<file path="src/rtl/if_fetch.sv">
// Instruction-fetch stage: owns the PC, issues word fetches over a req/ack
// handshake and presents fetched words to the IF/ID register. One output
// slot plus a one-entry skid buffer absorbs a fetch that completes while
// the slot is stalled; redirects drop in-flight data.
module if_fetch #(
  parameter logic [31:0] RESET_PC = 32'h00000000
) (
  input  logic        clk,
  input  logic        rst,
  input  logic        stall_i,
  input  logic        branch_flag_i,
  input  logic [31:0] branch_target_i,
  output logic        inst_req,
  output logic [31:0] inst_addr,
  input  logic        inst_ack,
  input  logic [31:0] inst_rdata,
  output logic [31:0] if_pc,
  output logic [31:0] if_inst,
  output logic        if_valid
);

  localparam logic [1:0] S_IDLE    = 2'd0;
  localparam logic [1:0] S_REQ     = 2'd1;
  localparam logic [1:0] S_FULL    = 2'd2;
  localparam logic [1:0] S_DISCARD = 2'd3;

  logic [1:0]  state;
  logic [31:0] pc;         // next address to fetch (or redirect target)
  logic [31:0] pend_addr;  // address of a request orphaned by a redirect
  logic [31:0] skid_pc;
  logic [31:0] skid_inst;  // skid is occupied exactly when state == S_FULL

  logic        consume;
  logic [31:0] pc_next;
  logic [31:0] br_pc;

  assign consume = if_valid & ~stall_i;
  assign pc_next = pc + 32'd4;  // wraps modulo 2^32
  assign br_pc   = {branch_target_i[31:2], 2'b00};

  // Memory request: REQ fetches at pc; DISCARD must keep the orphaned
  // request stable at its original address until memory acknowledges it.
  always_comb begin
    inst_req  = 1'b0;
    inst_addr = 32'h0;
    case (state)
      S_REQ: begin
        inst_req  = 1'b1;
        inst_addr = pc;
      end
      S_DISCARD: begin
        inst_req  = 1'b1;
        inst_addr = pend_addr;
      end
      default: ;
    endcase
  end

  // Fetch control, output slot and skid buffer. Redirect outranks stall and
  // ack; an ack landing with the redirect is simply dropped.
  always_ff @(posedge clk) begin
    if (rst) begin
      state     <= S_IDLE;
      pc        <= RESET_PC;
      pend_addr <= 32'h0;
      skid_pc   <= 32'h0;
      skid_inst <= 32'h0;
      if_pc     <= 32'h0;
      if_inst   <= 32'h0;
      if_valid  <= 1'b0;
    end else begin
      case (state)
        S_IDLE: begin
          // Acks seen here belong to a request killed by reset: ignored.
          state <= S_REQ;
          if (branch_flag_i) pc <= br_pc;
        end

        S_REQ: begin
          if (branch_flag_i) begin
            pc       <= br_pc;
            if_valid <= 1'b0;
            if (!inst_ack) begin
              // Cannot withdraw the request; remember it and drain it.
              pend_addr <= pc;
              state     <= S_DISCARD;
            end
          end else if (inst_ack) begin
            pc <= pc_next;
            if (!if_valid || !stall_i) begin
              if_pc    <= pc;
              if_inst  <= inst_rdata;
              if_valid <= 1'b1;
            end else begin
              skid_pc   <= pc;
              skid_inst <= inst_rdata;
              state     <= S_FULL;
            end
          end else if (consume) begin
            if_valid <= 1'b0;
          end
        end

        S_FULL: begin
          if (branch_flag_i) begin
            pc       <= br_pc;
            if_valid <= 1'b0;
            state    <= S_REQ;
          end else if (consume) begin
            // Skid drains into the slot; if_valid stays high.
            if_pc   <= skid_pc;
            if_inst <= skid_inst;
            state   <= S_REQ;
          end
        end

        S_DISCARD: begin
          // Slot is already empty here; only track further redirects.
          if (branch_flag_i) pc <= br_pc;
          if (inst_ack) state <= S_REQ;
        end

        default: state <= S_IDLE;
      endcase
    end
  end

endmodule

</file>
<file path="config.mk">
export PLATFORM = sky130hd
export DESIGN_NAME = if_fetch
export DESIGN_NICKNAME = d
export VERILOG_FILES = /design/src/rtl/if_fetch.sv
export SDC_FILE = /design/constraint.sdc
export NUM_CORES = 1
export LEC_CHECK = 0
export ABC_AREA = 1
export BUFFER_PORTS_ARGS = -buffer_cell sky130_fd_sc_hd__buf_2
export CAP_MARGIN = 20
export CORE_ASPECT_RATIO = 2
export CORE_MARGIN = 10
export CORE_UTILIZATION = 45
export DETAILED_ROUTE_END_ITERATION = 7
export PLACE_DENSITY = 0.71
export SYNTH_ARGS = -nofsm -noshare
export SYNTH_HDL_FRONTEND = slang
export SYNTH_SLANG_ARGS = --single-unit
export TNS_END_PERCENT = 50
</file>
<file path="constraint.sdc">
create_clock -name clk -period 3.2 [get_ports clk]
set_input_delay 0.16 -clock clk [delete_from_list [all_inputs] [get_ports clk]]
set_output_delay 0.16 -clock clk [all_outputs]
set_load 0.03 [all_outputs]
</file>
# After elaboration in Yosys (flattened, before gate mapping)

Index checks and enable logic that the tools add are counted.

Register bits: 195
Input bits: 69
Output and inout bits: 98
Logic and storage cells: 76

Add/subtract/negate cells: 1
Eq/ne operators: 17
Mux-type cells: 32
Bitwise operators: 5
Reductions and logical operators: 13

Operators with widths:

| operator                                                        | number |
|---|---|
| 32-bit 2-to-1 mux                                               | 13 |
| 32-bit case mux with 2 select lines                             | 4 |
| 32-bit by 3-bit adder with 32-bit output, second input constant | 1 |
| 2-bit 2-to-1 mux                                                | 7 |
| 2-bit != test, second input constant                            | 7 |
| 3-bit != test, second input constant                            | 4 |
| 4-bit != test, second input constant                            | 2 |
| 2-bit case mux with 4 select lines                              | 1 |
| 4-bit AND reduction                                             | 2 |
| 1-bit 2-to-1 mux                                                | 6 |
| 6-bit AND reduction                                             | 1 |
| 5-bit AND reduction                                             | 1 |
| 2-bit == test, second input constant                            | 2 |
| 1-bit inverter                                                  | 4 |
| 3-bit AND reduction                                             | 1 |
| 3-bit OR reduction                                              | 1 |
| 2-bit by 1-bit == test with 1-bit output, second input constant | 1 |
| 1-bit logical NOT                                               | 2 |
| 2-bit logical NOT                                               | 1 |
| 2-bit by 1-bit != test with 1-bit output, second input constant | 1 |
| 1-bit case mux with 2 select lines                              | 1 |
| 2-bit AND reduction                                             | 1 |
| 2-bit nonzero test                                              | 1 |
| 2-bit OR reduction                                              | 1 |
| 2 further kinds                                                 | 2 |

# Logic depth before layout (Yosys ltp)

Depth in word-level cells: 6
Gate-level depth with buffers: 11
Gate-level depth less buffers: 11

# Least setup slack after synthesis

No wires, ideal clock.

Path type: register to output
Start: register state[1]
End: output port inst_addr[16]
Arrival time: 1572 ps
Required time: 3040 ps
Path slack: 1468 ps
Cell stages (with the launch flop): 6
Buffers on the path: 1
Cell sequence: dfxtp_1 inv_1 ha_1 inv_2 clkbuf_1 o21ai_0

Word-level cells in the longest chain between the ends: 2
Elaborated cells between the ends (all ways): 3
Those cells by class: eq/ne (2); mux (1)

RTL lines:

| element                                                                          | RTL line | RTL |
|---|---|---|
| from (decl)                                                                      | 27       | `logic [1:0] state;` |
| from (signal assigned)                                                           | 63       | `state <= S_IDLE;` |
| from (signal assigned)                                                           | 75       | `state <= S_REQ;` |
| from (signal assigned)                                                           | 86       | `state <= S_DISCARD;` |
| 2-bit == test / 2-bit by 1-bit == test with 1-bit output (equally long branches) | 46       | `case (state)` |
| 32-bit case mux with 2 select lines *                                            | 46       |  |
| to (decl)                                                                        | 14       | `output logic [31:0] inst_addr,` |

Mark *: on every way between the ends. The rest lies on a longest branch, timed or not.

# Final worst setup path

Start: register state[1]
End: register if_pc[20]

Word-level cells in the longest chain between the ends: 3
Elaborated cells between the ends (all ways): 10
Those cells by class: eq/ne (7); mux (1); reduce/logical (2)

RTL lines:

| element                                                                          | RTL line | RTL |
|---|---|---|
| 2-bit by 1-bit == test with 1-bit output / 2-bit == test (equally long branches) | 72       | `case (state)` |
| 2-bit != test (no source line) / 2-bit nonzero test (equally long branches)      | n/a      |  |
| 6-bit AND reduction (no source line)                                             | n/a      |  |
| to (signal assigned)                                                             | 91       | `if_pc <= pc;` |
| to (signal assigned)                                                             | 111      | `if_pc <= skid_pc;` |
| to (decl)                                                                        | 17       | `output logic [31:0] if_pc,` |

Several ways; a longest one is shown, not always the timed one.
A chain may end at the register's enable or synchronous reset.

==> impl_results.md <==
- Status: complete, no violations
- Synth cell types: 29
- FF-to-FF setup slack: about 0.62 ns
- RSZ-0062 raised after global routing: false
- Yosys warnings: 0
- Total GRT Usage: a little over a fifth
- Synth-to-Final Area Change: 20.4%
- Synth Flop Type: dfxtp_1
- Die H: between 200 and 250 um
- Clock period minus worst slack: between 2 and 3 ns
- Setup crit end: if_pc[20]
- Total CTS buffers: 17
- Post-DR wirelength/cell: approximately 17 um
- Arr. time, crit path: between 2 and 3 ns
- Post-Syn Area: 8420 um^2
- Final Max Tran Viols: 0
- Max-cap violations: 0
- Post-synth top area share: 44.5%
- Nets: approximately 1400
- Register area share after synthesis: 44.5%
- Vias in the first global route: between 8000 and 9000
- Die Span X: ~120 um
- Crit path capture type: register
- Final wirelength: ~27000 um
- Layout cells sized above 1: 17.0%
- Worst Reg-to-Reg Cells: 10
- CTS H-Tree Depth: 4
- Initial Utilization: roughly 46%
- Critical path class: reg2reg
- Diodes inserted: 0
- Final setup TNS: 0 ns
- Worst r2r src: state[1]
- Synth top area cells: dfxtp_1, nand2_1, o21ai_0
- Worst-path clk slew: approximately 0.070 ns
- Hold Violations, Final: 0
- IO Port Bufs: 160
- RR Endpoint: if_pc[20]
- Top-count cell post-synth: nand2_1
- Clock Skew: 0.00923 ns
- CTS tree: done
- DRC Markers: 0
- DRT Pass-1 Iters: 5
- GPL Wtd Cong: between 0.9 and 1
- Slew Limit Headroom: about 49%
- Area leader, netlist: dfxtp_1
- Async SR Flop Fraction: 0%
- Via count: approximately 8600
- Synth top cells by count: nand2_1, o21ai_0, dfxtp_1
- # fillers: 1818
- #FFs+latches synth: roughly 190
- HP Class: in2reg
- Largest net degree at the start of global routing: 77
- Row count: 70
- Top-level I/O count: 167
- Global-route wire length before repair: 42100 um
- Maximum VDD drop: about 0.47 mV
- Clock sinks: 187
- CP Launch Type: register
- Syn Area/Cell: 7.00 um^2
- Via-per-instance ratio: ~5.4
- Post-CTS Setup Bufs: 0
- Leak pwr: ~4.3 nW
- Total grt overflow: 0
- CP max FO: 47
- CTS root buf: clkbuf_16
- FMAX: just under 400 MHz
- Initial antenna violation count: 0
- Detailed router's first-iteration violation count: roughly 950
- ANT nets after route: 0
- Clock Latency Late Sink: roughly 0.43 ns
- Gate Count Post-Synth: 1203
- Final period util: roughly 81%
- Power density over the cells: around 790 nW/um^2
- Worst EP required: 3.54 ns
- EDFF count, synth: 0
- Final Cell Area: between 10000 and 15000 um^2
- DPL Wire Length: 18500 um
- Die area: between 20000 and 25000 um^2
- Largest buffer count on any clock path: 2
- Core Region: between 15000 and 20000 um^2
- Placed Area: just over 9000 um^2
- Slew of the pin with the lowest slew margin: roughly 0.76 ns
- Crit. Startpoint: state[1]
- Setup violators final: 0
layout by cell type, fill, tap and decap left out, drive strengths merged, types with 8 or more instances in the layout:
cell	instances
dlygate4sd3	28
clkbuf	20
nand2	301
buf	173
inv	84
nor2	95
o21ai	204
nand3	40
a31oi	64
nand4	8
dfxtp	187
a21oi	118
worst min path at each step:
stage | slack, ns | cells after the start | to | startpoint
2_1_floorplan | 0.29 | 2 | skid_inst[0] | inst_rdata[0]
4_1_cts | 0.001 | 3 | if_inst[14] | inst_rdata[14]
3_3_place_gp | 0.41 | 3 | skid_inst[2] | inst_rdata[2]
3_5_place_dp | 0.41 | 3 | skid_inst[21] | inst_rdata[21]
5_1_grt | 0.02 | 3 | if_inst[31] | inst_rdata[31]
6_report | 0.005 | 3 | if_inst[12] | inst_rdata[12]
layer usage:
layer	track usage, %	up-vias	part of all wire, %
met1	22.9	3877	38
met5	0	-	0
met4	10.8	0	4.3
met3	3.67	68	5.8
li1	-	4283	-
met2	38.3	326	52
state kept, by name, summed over array words and instances, names as in the netlist:
| name | count |
|---|---|
| if_inst | 32 |
| skid_inst | 32 |
| if_pc | 30 |
| pc | 30 |
| pend_addr | 30 |
| skid_pc | 30 |
| state | 2 |
| if_valid | 1 |
stage by stage:
stage / power (mW) / cells / setup WS, ns / hold slack (ns) / util [%]
2_1_floorplan: 4.97 / 1206 / 1.47 / 0.288 / -
3_3_place_gp: 5.79 / 1510 / 0.787 / 0.410 / 50.4
3_5_place_dp: 5.83 / 1510 / 0.664 / 0.413 / 50.4
4_1_cts: 8.09 / 1570 / 0.624 / 0.00125 / 55.4
5_1_grt: 8.46 / 1570 / 0.399 / 0.0165 / 55.4
6_report: 8.03 / 1570 / 0.619 / 0.00540 / 55.4
repair_timing:
item | CTS | global route
hold endpoints to repair | 39 | 0
resized for setup | 0 | 0
hold buffers | 28 | 0
where the power goes:
part | leakage (nW) | internal (mW) | switching (mW) | total (mW)
clock network | 0.303 | 1.30 | 0.928 | 2.23
logic | 2.46 | 0.740 | 2.03 | 2.77
registers | 1.53 | 2.74 | 0.289 | 3.03
cells by family (layout without fill, tap and decap cells):
logic type / Yosys count / in the layout / synth area share (%)
and+or+nand+nor: 447 / 447 / 21.2
AOI/OAI and AO/OA: 394 / 394 / 24.6
DFF: 187 / 187 / 44.5
buffers and inverters: 169 / 317 / 8.86
adders and majority gates: 5 / 5 / 0.743
other: 1 / 4 / 0.0446
critical path, cell delays in order, from the launching register on:
cell	delay, ns
dfxtp_1	0.38
inv_1	0.09
ha_1	0.26
inv_2	0.46
nor2_2	0.12
a21oi_1	0.18
nand2_1	0.09
clkinv_2	0.32
buf_12	0.26
o21ai_0	0.11
a31oi_1	0.20
final cells by class:
| cell class | instances | area (um^2) | share of cell area [%] |
|---|---|---|---|
| multi-input combinational | 850 | 3950 | 39.0 |
| sequential | 187 | 3740 | 36.9 |
| timing repair buffer | 201 | 1230 | 12.1 |
| clock buffer | 20 | 467 | 4.60 |
| inverter | 84 | 318 | 3.14 |
| tap | 216 | 270 | 2.67 |
| clock inverter | 12 | 159 | 1.57 |
Note: power is estimated with default switching activity, not from simulation.
